**config.mk**
```make
export PLATFORM = sky130hd
export DESIGN_NAME = cndm_proto_pcie_us_msi
export DESIGN_NICKNAME = d
export VERILOG_FILES = /design/src/rtl/cndm_proto_pcie_us_msi.sv
export SDC_FILE = /design/constraint.sdc
export NUM_CORES = 1
export LEC_CHECK = 0
export ABC_AREA = 0
export BUFFER_PORTS_ARGS = -buffer_cell sky130_fd_sc_hd__buf_2
export CAP_MARGIN = 25
export CORE_MARGIN = 3
export CORE_UTILIZATION = 35
export CTS_CLUSTER_SIZE = 14
export DETAILED_ROUTE_END_ITERATION = 8
export SLEW_MARGIN = 5
export SYNTH_ARGS = -nofsm -noshare
export SYNTH_HDL_FRONTEND = slang
export SYNTH_SLANG_ARGS = --single-unit
```
**constraint.sdc**
```tcl
create_clock -name clk -period 7.35 [get_ports clk]
set_input_delay 1.47 -clock clk [delete_from_list [all_inputs] [get_ports clk]]
set_output_delay 1.47 -clock clk [all_outputs]
set_load 0.02 [all_outputs]
```
**src/rtl/cndm_proto_pcie_us_msi.sv**
```systemverilog
// rtl/cndm_proto_pcie_us_msi.sv - MSI generator for the UltraScale PCIe cfg interrupt port
// Folds per-vector requests onto the granted vector count and issues one masked-aware MSI at a time.
module cndm_proto_pcie_us_msi #(
  parameter int IRQ_W       = 32,
  parameter int RETRY_DELAY = 64
) (
  input  logic             clk,
  input  logic             rst,
  input  logic [IRQ_W-1:0] irq_req,
  output logic [IRQ_W-1:0] irq_pending,
  input  logic [3:0]       cfg_interrupt_msi_enable,
  input  logic [11:0]      cfg_interrupt_msi_mmenable,
  input  logic             cfg_interrupt_msi_mask_update,
  input  logic [31:0]      cfg_interrupt_msi_data,
  output logic [1:0]       cfg_interrupt_msi_select,
  output logic [31:0]      cfg_interrupt_msi_int,
  output logic [31:0]      cfg_interrupt_msi_pending_status,
  output logic             cfg_interrupt_msi_pending_status_data_enable,
  output logic [1:0]       cfg_interrupt_msi_pending_status_function_num,
  input  logic             cfg_interrupt_msi_sent,
  input  logic             cfg_interrupt_msi_fail,
  output logic [2:0]       cfg_interrupt_msi_attr,
  output logic             cfg_interrupt_msi_tph_present,
  output logic [1:0]       cfg_interrupt_msi_tph_type,
  output logic [7:0]       cfg_interrupt_msi_tph_st_tag,
  output logic [7:0]       cfg_interrupt_msi_function_number
);

  localparam int CW = (RETRY_DELAY > 1) ? $clog2(RETRY_DELAY) : 1;
  localparam logic [CW-1:0] LP_CNT_INIT = CW'(RETRY_DELAY - 1);

  typedef enum logic [1:0] {ST_IDLE, ST_ISSUE, ST_WAIT, ST_BACKOFF} state_t;

  state_t         r_state;
  logic [4:0]     r_vec;
  logic [4:0]     r_ptr;
  logic [CW-1:0]  r_cnt;
  logic [31:0]    r_msi_int;
  logic [31:0]    r_pending;
  logic [31:0]    r_mask;
  logic           r_de;

  logic [4:0]     w_fold_mask;
  logic [31:0]    w_set;
  logic [31:0]    w_vec_ok;
  logic [31:0]    w_elig;
  logic [31:0]    w_pending_next;
  logic [4:0]     w_idx;
  logic [4:0]     w_sel;
  logic           w_found;
  logic           w_unused;

  assign w_unused = ^{cfg_interrupt_msi_enable[3:1], cfg_interrupt_msi_mmenable[11:3]};

  // Granted vector count is a power of two, so folding is a simple AND with N-1.
  always_comb begin
    w_fold_mask = 5'd31;
    case (cfg_interrupt_msi_mmenable[2:0])
      3'd0:    w_fold_mask = 5'd0;
      3'd1:    w_fold_mask = 5'd1;
      3'd2:    w_fold_mask = 5'd3;
      3'd3:    w_fold_mask = 5'd7;
      3'd4:    w_fold_mask = 5'd15;
      default: w_fold_mask = 5'd31;
    endcase
  end

  always_comb begin
    w_set = '0;
    for (int i = 0; i < IRQ_W; i++) begin
      if (irq_req[i]) w_set[5'(i) & w_fold_mask] = 1'b1;
    end
  end

  always_comb begin
    w_vec_ok = '0;
    for (int j = 0; j < 32; j++) begin
      w_vec_ok[j] = ((5'(j) & ~w_fold_mask) == 5'd0);
    end
  end

  assign w_elig = r_pending & ~r_mask & w_vec_ok & {32{cfg_interrupt_msi_enable[0]}};

  // Round-robin search begins just past the last successfully delivered vector.
  always_comb begin
    w_found = 1'b0;
    w_sel   = '0;
    w_idx   = '0;
    for (int k = 0; k < 32; k++) begin
      w_idx = r_ptr + 5'd1 + 5'(k);
      if (!w_found && w_elig[w_idx]) begin
        w_found = 1'b1;
        w_sel   = w_idx;
      end
    end
  end

  // New requests are ORed last so a set always beats the issue-cycle clear.
  always_comb begin
    w_pending_next = r_pending;
    if (r_state == ST_ISSUE) w_pending_next[r_vec] = 1'b0;
    if (r_state == ST_WAIT && cfg_interrupt_msi_fail) w_pending_next[r_vec] = 1'b1;
    w_pending_next = w_pending_next | w_set;
  end

  always_ff @(posedge clk or posedge rst) begin
    if (rst) begin
      r_pending <= '0;
      r_mask    <= '0;
      r_de      <= 1'b0;
    end else begin
      r_pending <= w_pending_next;
      r_de      <= (w_pending_next != r_pending);
      if (cfg_interrupt_msi_mask_update) r_mask <= cfg_interrupt_msi_data;
    end
  end

  always_ff @(posedge clk or posedge rst) begin
    if (rst) begin
      r_state   <= ST_IDLE;
      r_vec     <= '0;
      r_ptr     <= '0;
      r_cnt     <= '0;
      r_msi_int <= '0;
    end else begin
      r_msi_int <= '0;
      case (r_state)
        ST_IDLE: begin
          if (w_found) begin
            r_vec     <= w_sel;
            r_msi_int <= 32'h1 << w_sel;
            r_state   <= ST_ISSUE;
          end
        end
        ST_ISSUE: r_state <= ST_WAIT;
        ST_WAIT: begin
          if (cfg_interrupt_msi_fail) begin
            r_cnt   <= LP_CNT_INIT;
            r_state <= ST_BACKOFF;
          end else if (cfg_interrupt_msi_sent) begin
            r_ptr   <= r_vec;
            r_state <= ST_IDLE;
          end
        end
        ST_BACKOFF: begin
          if (r_cnt == '0) r_state <= ST_IDLE;
          else             r_cnt   <= r_cnt - 1'b1;
        end
        default: r_state <= ST_IDLE;
      endcase
    end
  end

  assign irq_pending                                   = r_pending[IRQ_W-1:0];
  assign cfg_interrupt_msi_int                         = r_msi_int;
  assign cfg_interrupt_msi_pending_status              = r_pending;
  assign cfg_interrupt_msi_pending_status_data_enable  = r_de;
  assign cfg_interrupt_msi_select                      = 2'd0;
  assign cfg_interrupt_msi_pending_status_function_num = 2'd0;
  assign cfg_interrupt_msi_attr                        = 3'd0;
  assign cfg_interrupt_msi_tph_present                 = 1'b0;
  assign cfg_interrupt_msi_tph_type                    = 2'd0;
  assign cfg_interrupt_msi_tph_st_tag                  = 8'd0;
  assign cfg_interrupt_msi_function_number             = 8'd0;

endmodule

```
**Yosys cells after proc, flatten, opt, wreduce, memory -nomap -nowiden**

Index checks and enable logic that the tools add are counted.

- Flip-flop bits (word level): 115
- Logic and storage cells: 563
- Output and inout bits: 123
- Input port bits: 85

- Reductions and logical operators: 134
- Bitwise operators: 41
- Shifts and indexed selects: 1
- Muxes and demuxes: 237
- Equality and inequality tests: 13
- $lt $le $gt $ge: 96
- Add/subtract/negate cells: 33

Operators with widths:

| operator | count |
|---|---|
| two-way mux 32 bit | 35 |
| < comparator 5 x 6 -> 1 bit, second input constant | 49 |
| binary-select mux 1 bit (select 5 bit) | 32 |
| two-way mux 5 bit | 32 |
| logical NOT 5 bit | 31 |
| AND 32 bit | 4 |
| two-way mux 1 bit | 97 |
| bitwise OR 32 bit | 3 |
| greater-or-equal comparator 5 x 1 -> 1 bit, second input constant | 17 |
| adder 5 bit, second input constant | 16 |
| logical AND 1 bit | 64 |
| inverter 32 bit | 2 |
| < comparator 4 x 6 -> 1 bit, second input constant | 8 |
| adder 5 x 4 -> 5 bit, second input constant | 8 |
| greater-or-equal comparator 4 x 1 -> 1 bit, second input constant | 8 |
| != test 32 bit | 1 |
| bitwise OR 32 x 10 -> 32 bit | 1 |
| bitwise OR 32 x 11 -> 32 bit | 1 |
| bitwise OR 32 x 12 -> 32 bit | 1 |
| bitwise OR 32 x 13 -> 32 bit | 1 |
| bitwise OR 32 x 14 -> 32 bit | 1 |
| bitwise OR 32 x 15 -> 32 bit | 1 |
| bitwise OR 32 x 16 -> 32 bit | 1 |
| bitwise OR 32 x 17 -> 32 bit | 1 |
| other kinds (59) | 140 |

**Logic depth before layout (Yosys ltp)**

Gate-level depths: netlist (run 1).

- Depth after elaboration: 105
- Mapped depth: 32
- Gate-level depth less buffers: 19

**Worst setup path after synthesis (run 1)**

OpenSTA, ideal clock, no wires.

- Kind: reg-to-reg
- From: register r_ptr[0]
- To: register r_msi_int[12], in the netlist cfg_interrupt_msi_int[12]
- Library setup time: 0.121 ns
- Cell stages (with the launch flop): 32
- Slack: 0.959 ns
- Path buffers: 12
- Data arrival time: 6.270 ns
- Clock period less this slack: 6.391 ns
- Data required time: 7.229 ns
- Cell sequence: dfrtp_1 buf_4 buf_6 buf_6 inv_4 buf_2 ha_1 buf_4 buf_6 inv_2 buf_4 buf_2 ha_1 buf_2 nor2b_1 a211oi_1 xnor2_2 mux4_2 mux2_2 and4_1 and3_1 buf_2 nand3_1 buf_2 nor2_1 a22o_1 a222oi_1 o21ai_2 a211oi_4 or3_1 buf_2 nor2_1

- Word-level cells in the longest chain between the ends: 100
- Elaborated cells on any way between the ends: 225
- Classes of those cells: 32 x add/sub; 1 x shift; 130 x mux; 62 x reduce/logical

Ends and longest elaborated chain:

| what | line | text |
|---|---|---|
| from (decl) | 36 | `logic [4:0] r_ptr;` |
| from (signal assigned) | 141 | `r_ptr <= r_vec;` |
| adder 5 x 1 -> 5 bit (*) | 90 | `w_idx = r_ptr + 5'd1 + 5'(k);` |
| parallel branches: the longest is 97 deep, another holds adder 5 x 1 -> 5 bit | - |  |
| two-way mux 32 bit (*) | 129 | `if (w_found) begin` |
| two-way mux 32 bit (*) | 127 | `case (r_state)` |
| to (signal assigned) | 131 | `r_msi_int <= 32'h1 << w_sel;` |
| to (decl) | 38 | `logic [31:0] r_msi_int;` |

Every way passes the cells marked *. The select of a mux whose other input is x is not followed.
A chain may end at the register's enable or synchronous reset.

**Final worst setup path (run 1)**

- From: register r_ptr[2]
- To: register r_msi_int[2], in the netlist cfg_interrupt_msi_int[2]

The elaborated chain is that of the path after synthesis.

==> out/results.ini, run 1 <==
[run_status]
status = finished, final reports clean

[yosys]
async_flop_share_pct = 100.0
synth.yosys.seq_area_share_pct = 22.91
yosys.area.top_type_share_pct = 22.91
syn_area_um2 = 12560
synth_edf_count = 0
ys_warn_count = 0
yosys_register_bits = 115
yosysTopAreaCell = dfrtp_1
synthFlopType = dfrtp_1
yosys-top-cells-area = dfrtp_1, mux4_2, mux2_2, o21ai_0, buf_4
avgSynthCellArea_um2 = 8.464
synthCells = 1484
synth.distinct_cells = 110

[route]
vias_per_cell = 6.247
drt_pass1_iterations = 6
highest_layer = met4
met2WireLength_um = 22980
drt-wirelength-per-cell_um = 24.29
first_iter_violations = 1390
met1Wirelength_um = 21930
drc = 0
wirelength_um = 51370
met3_length_um = 4227
ant_nets = 0
num_vias = 13212

[floorplanning]
std_cell_rows = 68
die_y_um = 195.4
dieArea_um2 = 38200
start_util_pct = 35.92
core_um2 = 34970
die_w_um = 195.4
io-pin-count = 208

[sta]
period_share_pct = 92.89
setup_violations = 0
worst_slew_margin_rel_pct = 30.49
rsz0062_at_grt = no
fin_crit_ns = 6.827
setup-tns-final_ns = 0
clock_skew_ns = 0.01171
clock.fmax_mhz = 146.5
tightest_slew_ns = 1.043
hold_viol = 0
drv_slew = 0

[setup_path]
path_max_fanout = 20
cp-start-kind = register
worstSetupPathType = register to register
cp.arrival_ns = 7.20
cp.required_ns = 7.72
cp-end-kind = register

[global_route]
antenna_found_initial = 0
grt_pass1_wl_um = 77160
grt_pass1_vias = 12410
grt.overflow.total = 0
track_usage_pct = 26.02
grt_max_degree = 66

[power]
p_sw_w = 0.0007029
power.leakage_nw = 5.914
power_frac_clock_pct = 41.8
max-vdd-ir-drop_v = 0.0001603
p_int_w = 0.001446
power.density_nw_per_um2 = 147.6
p_sw_share_pct = 32.70
seqPwrFrac_pct = 31.9
pwr-share-comb_pct = 26.3

[cts]
clockRootBuffer = clkbuf_16
postCtsResizedCells = 0
clock_path_buffers = 2
cts.sinks = 115
insertion_delay_ns = 0.43
cts_tree = done
numCtsBuffers = 17
clkSlewWorstSetupHoldPaths_ns = 0.06
ctsHoldBuffers = 0
ctsHtreeMaxLevel = 4
cts_post_setup_buffers_inserted = 0

[finish]
final_cell_mix = buf_2, nor2_1, nand2_1
final_nets = 1749
syn2layout_area_growth_pct = 15.93
layout-drive-gt1-share_pct = 26.57
fill_cells = 3587
diodes = 0
register_area_um2 = 2879
multi_input_area_um2 = 8836
fin_util_pct = 41.64
layout.cells.most_common = buf_2

[run]
maxCapViolations = 0

[place]
gp_congestion = 1.026
io_buffer_count = 169
post-dp-hpwl_um = 40190

[min_path]
min_path_type = register to register

==> kinds of logic (layout without fill, tap and decap cells) <==
kind of cell / Yosys count / after routing / share of synthesized area [%]
simple gates: 547 / 547 / 23.31
flops: 115 / 115 / 22.91
mux: 129 / 129 / 14.63
other cells: 1 / 26 / 0.02985
buf+inv: 167 / 318 / 7.570
fa+ha+maj: 16 / 16 / 1.594
compound gates: 445 / 445 / 24.38
xor+xnor: 64 / 64 / 5.568
==> cell type report <==
cell class | instances | share of cell area, %
clock buffer | 17 | 2.921
multi-input combinational | 1227 | 60.68
sequential | 115 | 19.77
clock inverter | 14 | 1.383
timing repair buffer | 260 | 10.59
inverter | 27 | 0.7475
tap | 455 | 3.910
==> sequential cells by signal (all words and copies together), names as in the netlist <==
register / count
cfg_interrupt_msi_pending_status_data_enable: 1
r_ptr: 5
r_cnt: 6
r_vec: 5
cfg_interrupt_msi_pending_status: 32
r_mask: 32
cfg_interrupt_msi_int: 32
r_state: 2
==> power groups by stage <==
stage	combinational (W)	sequential [W]	clock (W)
2_1_floorplan	0.000373	0.000676	0
3_3_place_gp	0.000547	0.000695	0
3_5_place_dp	0.000549	0.000696	0
4_1_cts	0.000551	0.000685	0.000916
5_1_grt	0.000604	0.000687	0.000938
6_report	0.000565	0.000685	0.000899
==> stage by stage <==
| stage | power, W | hold slack, ns | instances | setup WS [ns] | instance area (um^2) |
|---|---|---|---|---|---|
| after floorplan | 0.001050 | 0.4688 | 1509 | 0.9594 | 12650 |
| after global placement | 0.001242 | 0.4845 | 2084 | 0.7705 | 13930 |
| after detailed placement | 0.001244 | 0.4908 | 2084 | 0.7624 | 13930 |
| after CTS | 0.002152 | 0.5035 | 2115 | 0.7507 | 14560 |
| after global routing | 0.002229 | 0.5121 | 2115 | 0.3218 | 14560 |
| final | 0.002149 | 0.5035 | 2115 | 0.5229 | 14560 |
==> synthesized netlist by cell type (33+ instances only) <==
cell	n
nor3_1	36
o211ai_1	42
nand2_1	121
a21oi_1	67
nor2b_1	33
o21ai_0	109
mux4_2	34
nand3_1	35
nand2b_1	51
nor2_1	123
mux2i_1	36
mux2_2	55
o22ai_1	35
dfrtp_1	115
buf_4	66
clkbuf_1	41
==> worst paths after layout <==
path	from	to	slack, ns	cells after the start
worst min-delay path	r_mask[8]$_DFFE_PP0P_	r_mask[8]$_DFFE_PP0P_	0.50	1
worst min register to register	r_mask[8]$_DFFE_PP0P_	r_mask[8]$_DFFE_PP0P_	0.50	1
worst max register to register	r_ptr[2]$_DFFE_PP0P_	cfg_interrupt_msi_int[2]$_DFF_PP0_	0.52	18
worst max-delay path	r_ptr[2]$_DFFE_PP0P_	cfg_interrupt_msi_int[2]$_DFF_PP0_	0.52	18
min in group asynchronous	rst	r_cnt[5]$_DFFE_PP0P_	1.13	2
max in group asynchronous	rst	r_mask[9]$_DFFE_PP0P_	4.95	3
==> routing by layer <==
metal / up-vias / global-route usage, %
met5: - / 0
met3: 135 / 4.555
met2: 721 / 40.86
met1: 6465 / 35.67
li1: 5891 / -
met4: 0 / 10.22
==> critical path: stages (launching register included) <==
cell	delay, ns
dfrtp_1	1.02
xor2_4	0.17
inv_4	0.10
ha_1	0.43
and4b_1	0.24
a221o_1	0.32
xnor2_2	0.54
mux2i_1	0.53
mux2i_1	0.19
or2_4	0.31
nand4b_4	0.25
nor2_1	0.74
nand4_1	0.24
o32ai_1	0.33
o2111ai_1	0.22
a21oi_2	0.31
o31ai_4	0.16
or4_4	0.55
nor2_2	0.10
Note: power is estimated with default switching activity, not from simulation.
==> run 2: changes to the inputs <==
Settings changed: CORE_MARGIN 3 to default.
==> run 2 against run 1 <==
Net effect: critical path depth shrank 1; clock skew shrank 0.0025 ns; via count shrank 0.95%; highest routed layer unchanged.
==> out/results.ini, run 2 (same netlist as run 1, synthesis figures left out) <==
[run_status]
status = finished, final reports clean

[power]
max-vdd-ir-drop_v = 0.0002255  ; +41%
power.density_nw_per_um2 = 147.3  ; -0.20%
power.leakage_nw = 5.842  ; -1.2%

[global_route]
grt_pass1_vias = 12170  ; -1.9%
track_usage_pct = 27.68  ; +1.7 points
grt_pass1_wl_um = 75800  ; -1.8%
grt.overflow.total = 0  ; unchanged
grt_max_degree = 69  ; +4.5%
antenna_found_initial = 0  ; unchanged

[setup_path]
cp.arrival_ns = 6.84  ; -0.36 ns
path_max_fanout = 23  ; +15%
cpLargestDelayFamily = compound AO/OA/AOI/OAI gates
max_stage_delay_ns = 0.79  ; -0.23 ns
cp.buffers_inverters = 3  ; +2
worstSetupPathType = primary input to register
cp_slowest_cell = nor4bb_1
cp_cell_sequence = buf_2 -> nor4bb_1 -> a221oi_1 -> mux4_2 -> mux2_2 -> and4_1 -> and3_1 -> nand3_1 -> buf_4 -> nor2_1 -> a22o_1 -> a222oi_1 -> o21ai_2 -> a211oi_4 -> buf_4 -> nand3_2 -> nor2_1
cp-end-kind = register
cp.required_ns = 7.71  ; about the same
cp-start-kind = primary input

[finish]
layout.cells.most_common = buf_2
final_nets = 1735  ; -0.80%
fin_area_um2 = 14450  ; -0.74%
final_cell_mix = buf_2, nor2_1, nand2_1
fill_cells = 3600  ; +0.36%
syn2layout_area_growth_pct = 15.07
fin_util_pct = 40.73  ; -0.91 points
layout-drive-gt1-share_pct = 25.99  ; -0.58 points
diodes = 0  ; unchanged
finalNonFillerCells = 2108  ; -0.33%

[cts]
numCtsBuffers = 17  ; unchanged
cts_tree = done
cts_post_setup_buffers_inserted = 0  ; unchanged
clock_path_buffers = 2  ; unchanged
clockRootBuffer = clkbuf_16
insertion_delay_ns = 0.43  ; about the same
clkSlewWorstSetupHoldPaths_ns = 0.06  ; about the same
ctsHtreeMaxLevel = 4  ; unchanged
ctsHoldBuffers = 0  ; unchanged
cts.sinks = 115  ; unchanged
postCtsResizedCells = 0  ; unchanged

[route]
wirelength_um = 50520  ; -1.6%
vias_per_cell = 6.208  ; -0.62%
ant_nets = 0  ; unchanged
drt-wirelength-per-cell_um = 23.97  ; -1.3%
drc = 0  ; unchanged
drt_pass1_iterations = 5  ; -1
num_vias = 13087  ; -0.95%
first_iter_violations = 1419  ; +2.1%

[sta]
rsz0062_at_grt = no
setup_violations = 0  ; unchanged
setup-tns-final_ns = 0  ; unchanged
drv_slew = 0  ; unchanged
tightest_slew_ns = 0.9962  ; -0.04645 ns
fin_crit_ns = 6.485  ; -0.3425 ns
hold_viol = 0  ; unchanged
clock.fmax_mhz = 154.2  ; +5.3%
fin_ws_ns = 0.8654  ; +0.3425 ns
worst_slew_margin_rel_pct = 33.34  ; +2.9 points
clock_skew_ns = 0.009200  ; -0.002514 ns
period_share_pct = 88.23  ; -4.7 points

[floorplanning]
dieArea_um2 = 36650  ; -4.1%
io-pin-count = 208  ; unchanged
start_util_pct = 35.40  ; -0.52 points
core_um2 = 35480  ; +1.5%
std_cell_rows = 69  ; +1.5%
die_w_um = 191.4  ; -2.0%
die_y_um = 191.4  ; -2.0%

[place]
place_inst = 2076  ; -0.38%
dp_slack_ns = 0.6677  ; -0.09473 ns
post-dp-hpwl_um = 39120  ; -2.7%
gp_congestion = 1.003  ; -2.2%
place_area_um2 = 13820  ; -0.79%
io_buffer_count = 169  ; unchanged

[min_path]
min_path_type = register to register

[run]
maxCapViolations = 0  ; unchanged

[run 2: cell count changes in the layout (fill, tap and decap cells not counted)]
cell / delta
clkinv_4: -1
clkinv_2: +1
clkinvlp_4: +2
inv_6: -1
buf_12: -1
buf_4: -13
[run 2: final timing paths]
| kind | start | end | slack (ns) | cells after the start |
|---|---|---|---|---|
| max | cfg_interrupt_msi_mmenable[2] | cfg_interrupt_msi_int[14]$_DFF_PP0_ | 0.87 | 17 |
| min | r_mask[30]$_DFFE_PP0P_ | r_mask[30]$_DFFE_PP0P_ | 0.50 | 1 |
| max reg2reg | r_ptr[1]$_DFFE_PP0P_ | cfg_interrupt_msi_int[14]$_DFF_PP0_ | 0.88 | 21 |
| min reg2reg | r_mask[30]$_DFFE_PP0P_ | r_mask[30]$_DFFE_PP0P_ | 0.50 | 1 |
| max in group asynchronous | rst | cfg_interrupt_msi_pending_status[3]$_DFF_PP0_ | 4.92 | 3 |
| min in group asynchronous | rst | r_ptr[1]$_DFFE_PP0P_ | 1.11 | 2 |
[run 2: layout make-up]
class | instances | area [um^2] | share of cell area (%)
Clock buffer | 17 | 425.4 | 2.943
Tap cell | 461 | 576.8 | 3.991
Multi-Input combinational cell | 1227 | 8836 | 61.13
Timing Repair Buffer | 246 | 1424 | 9.851
Inverter | 27 | 108.9 | 0.7531
Sequential cell | 115 | 2879 | 19.92
Clock inverter | 15 | 203.9 | 1.411
[run 2: report_power, final]
group / internal [W] / switching [W] / total [W]
registers: 0.000656 / 0.0000304 / 0.000686
clock network: 0.000569 / 0.000325 / 0.000894
logic: 0.000208 / 0.000341 / 0.000549
[run 2: worst reg2reg max path, stage by stage, from the launching register on]
cell and delay, ns:
dfrtp_1 0.50, ha_1 0.32, xor2_4 0.19, buf_4 0.35, ha_1 0.36, and4_1 0.23, a211oi_1 0.07, xnor2_2 0.46
mux4_2 0.63, mux2_2 0.34, and4_1 0.19, and3_1 0.22, nand3_1 0.18, buf_4 0.25, nor2_1 0.09, a22o_1 0.23
a222oi_1 0.62, o21ai_2 0.24, a211oi_4 0.42, buf_4 0.19, nand3_2 0.17, nor2_1 0.17
[run 2: layer usage]
layer	part of all wire, %	GRT usage, %	wire, um	vias up
met5	0	0	0	-
met4	4.4	12.67	2244	0
met3	8.3	3.965	4212	124
met2	45	43.28	22690	725
met1	42	37.59	21380	6371
li1	-	-	-	5867
[run 2: stage by stage]
step	power, W	hold WS (ns)
final	0.002129	0.5015
after global routing	0.002207	0.5226
after CTS	0.002128	0.5073
after detailed placement	0.001228	0.4943
after global placement	0.001224	0.4834
after floorplan	0.001050	0.4688
==> run 3: changes to the inputs <==
Settings changed: CORE_ASPECT_RATIO from default to 0.7.
==> run 3 against run 2 <==
Net effect: flip-flop and latch count stayed put; global-route usage is 2.1 points higher; clock skew is 0.0089 ns higher; sequential power hardly changed; clock power is 10% lower; count of clock-buffer cells in the layout is 2 higher; worst setup slack worse by 0.22 ns; critical endpoint is now cfg_interrupt_msi_int[17]$_DFF_PP0_.
==> out/results.ini, run 3 (same netlist as run 1, synthesis figures left out) <==
[route]
drc = 0  ; unchanged
wirelength_um = 55450  ; +9.7%
num_vias = 13341  ; +1.9%
drt-wirelength-per-cell_um = 25.86  ; +7.9%
first_iter_violations = 2059  ; +45%
drt_pass1_iterations = 7  ; +2
vias_per_cell = 6.222  ; +0.23%
ant_nets = 0  ; unchanged

[place]
dp_slack_ns = 0.7653  ; +0.09765 ns
place_inst = 2111  ; +1.7%
gp_congestion = 1.050  ; +4.8%
post-dp-hpwl_um = 44010  ; +12%
io_buffer_count = 169  ; unchanged

[power]
finalPower_w = 0.002088  ; -1.9%
power.density_nw_per_um2 = 142.9  ; -3.0%
max-vdd-ir-drop_v = 0.0001357  ; -40%
power.leakage_nw = 5.938  ; +1.7%

[cts]
numCtsBuffers = 17  ; unchanged
ctsHoldBuffers = 0  ; unchanged
cts_tree = done
postCtsResizedCells = 0  ; unchanged
insertion_delay_ns = 0.44  ; about the same
clock_path_buffers = 2  ; unchanged
clockRootBuffer = clkbuf_16
cts_post_setup_buffers_inserted = 0  ; unchanged
cts.sinks = 115  ; unchanged
clkSlewWorstSetupHoldPaths_ns = 0.06  ; about the same
ctsHtreeMaxLevel = 4  ; unchanged

[finish]
finalNonFillerCells = 2144  ; +1.7%
diodes = 0  ; unchanged
layout-drive-gt1-share_pct = 27.03  ; +1.0 points
final_cell_mix = buf_2, nor2_1, nand2_1
layout.cells.most_common = buf_2
syn2layout_area_growth_pct = 16.34
final_nets = 1760  ; +1.4%
fin_util_pct = 41.73  ; +1.0 points

[global_route]
grt_max_degree = 59  ; -14%
antenna_found_initial = 2  ; +2
grt_pass1_vias = 12313  ; +1.2%
track_usage_pct = 29.81  ; +2.1 points
grt.overflow.total = 0  ; unchanged
grt_pass1_wl_um = 81350  ; +7.3%

[setup_path]
path_max_fanout = 24  ; +4.3%
cp-start-kind = register
cpLargestDelayFamily = compound AO/OA/AOI/OAI gates
max_stage_delay_ns = 0.68  ; -0.11 ns
reg2reg_from = r_ptr[0]$_DFFE_PP0P_
cp_cell_sequence = inv_4 -> ha_2 -> inv_2 -> buf_4 -> ha_1 -> inv_1 -> a21oi_1 -> or3_1 -> nand2_1 -> mux2i_1 -> a22oi_1 -> a211oi_1 -> o2111ai_1 -> o211a_1 -> a311o_1 -> a2111oi_1 -> buf_4 -> o21ai_1 -> nand2_1 -> or3b_1 -> nor2_1
cp-startpoint = r_ptr[0]$_DFFE_PP0P_
cp_slowest_cell = dfrtp_2
cp.buffers_inverters = 5  ; +2
cp.required_ns = 7.71  ; about the same
cp-end-kind = register
worstSetupPathType = register to register
cp.arrival_ns = 7.07  ; +0.23 ns

[run_status]
status = finished, final reports clean

[sta]
worst_slew_margin_rel_pct = 38.02  ; +4.7 points
setup-tns-final_ns = 0  ; unchanged
hold_viol = 0  ; unchanged
tightest_slew_ns = 0.9298  ; -0.06645 ns
drv_slew = 0  ; unchanged
setup_violations = 0  ; unchanged
fin_ws_ns = 0.6493  ; -0.2161 ns
clock_skew_ns = 0.01811  ; +0.008906 ns
rsz0062_at_grt = no
period_share_pct = 91.17  ; +2.9 points
fin_crit_ns = 6.701  ; +0.2161 ns
clock.fmax_mhz = 149.2  ; -3.2%

[floorplanning]
dieArea_um2 = 36660  ; about the same
die_y_um = 160.5  ; -16%
core_um2 = 35020  ; -1.3%
start_util_pct = 35.87  ; +0.47 points
std_cell_rows = 57  ; -17%
die_w_um = 228.4  ; +19%
io-pin-count = 208  ; unchanged

[min_path]
min_from = r_mask[28]$_DFFE_PP0P_
min_path_type = register to register

[run]
maxCapViolations = 0  ; unchanged

-- run 3: metrics by stage --
stage                     hold slack (ns)  area (um^2)
after floorplan                    0.4688        12650
after global placement             0.4833        14040
after detailed placement           0.4859        14040
after CTS                          0.4994        14610
after global routing               0.5345        14610
final                              0.5014        14610
-- run 3: power by group --
| group | total, W | switching (W) | internal [W] |
|---|---|---|---|
| Sequential | 0.000685 | 0.0000297 | 0.000655 |
| Clock | 0.000803 | 0.000343 | 0.000460 |
| Combinational | 0.000599 | 0.000369 | 0.000230 |
-- run 3: routing by layer --
layer / up-vias / global-route usage, % / share of wire (%)
met5: - / 0 / 0.025
met4: 2 / 5.339 / 1.4
met3: 71 / 14.58 / 16
met2: 888 / 38.11 / 38
met1: 6472 / 44.17 / 44
li1: 5908 / - / -
-- run 3: layout make-up --
cell class	instances	area, um^2
multi-input combinational	1227	8828
fill	3520	20400
clock inverter	13	116.4
timing repair buffer	271	1637
inverter	27	108.9
sequential	115	2879
clock buffer	19	452.9
tap	472	590.6
-- run 3: path summary, 6_finish.rpt --
check | cells after the start | end | slack [ns]
min in group asynchronous | 2 | r_cnt[4]$_DFFE_PP0P_ | 1.15
hold / removal | 1 | r_mask[28]$_DFFE_PP0P_ | 0.50
setup / recovery | 21 | cfg_interrupt_msi_int[17]$_DFF_PP0_ | 0.65
max in group asynchronous | 3 | r_mask[4]$_DFFE_PP0P_ | 4.93
setup reg to reg | 21 | cfg_interrupt_msi_int[17]$_DFF_PP0_ | 0.65
hold reg to reg | 1 | r_mask[28]$_DFFE_PP0P_ | 0.50
-- run 3: worst register-to-register path, cell delays in order, from the launching register on --
cell and delay (ns):
dfrtp_2 0.68, inv_4 0.05, ha_2 0.65, inv_2 0.07, buf_4 0.29, ha_1 0.26
inv_1 0.05, a21oi_1 0.13, or3_1 0.50, nand2_1 0.37, mux2i_1 0.65, a22oi_1 0.36
a211oi_1 0.39, o2111ai_1 0.21, o211a_1 0.19, a311o_1 0.38, a2111oi_1 0.38, buf_4 0.18
o21ai_1 0.14, nand2_1 0.12, or3b_1 0.44, nor2_1 0.13
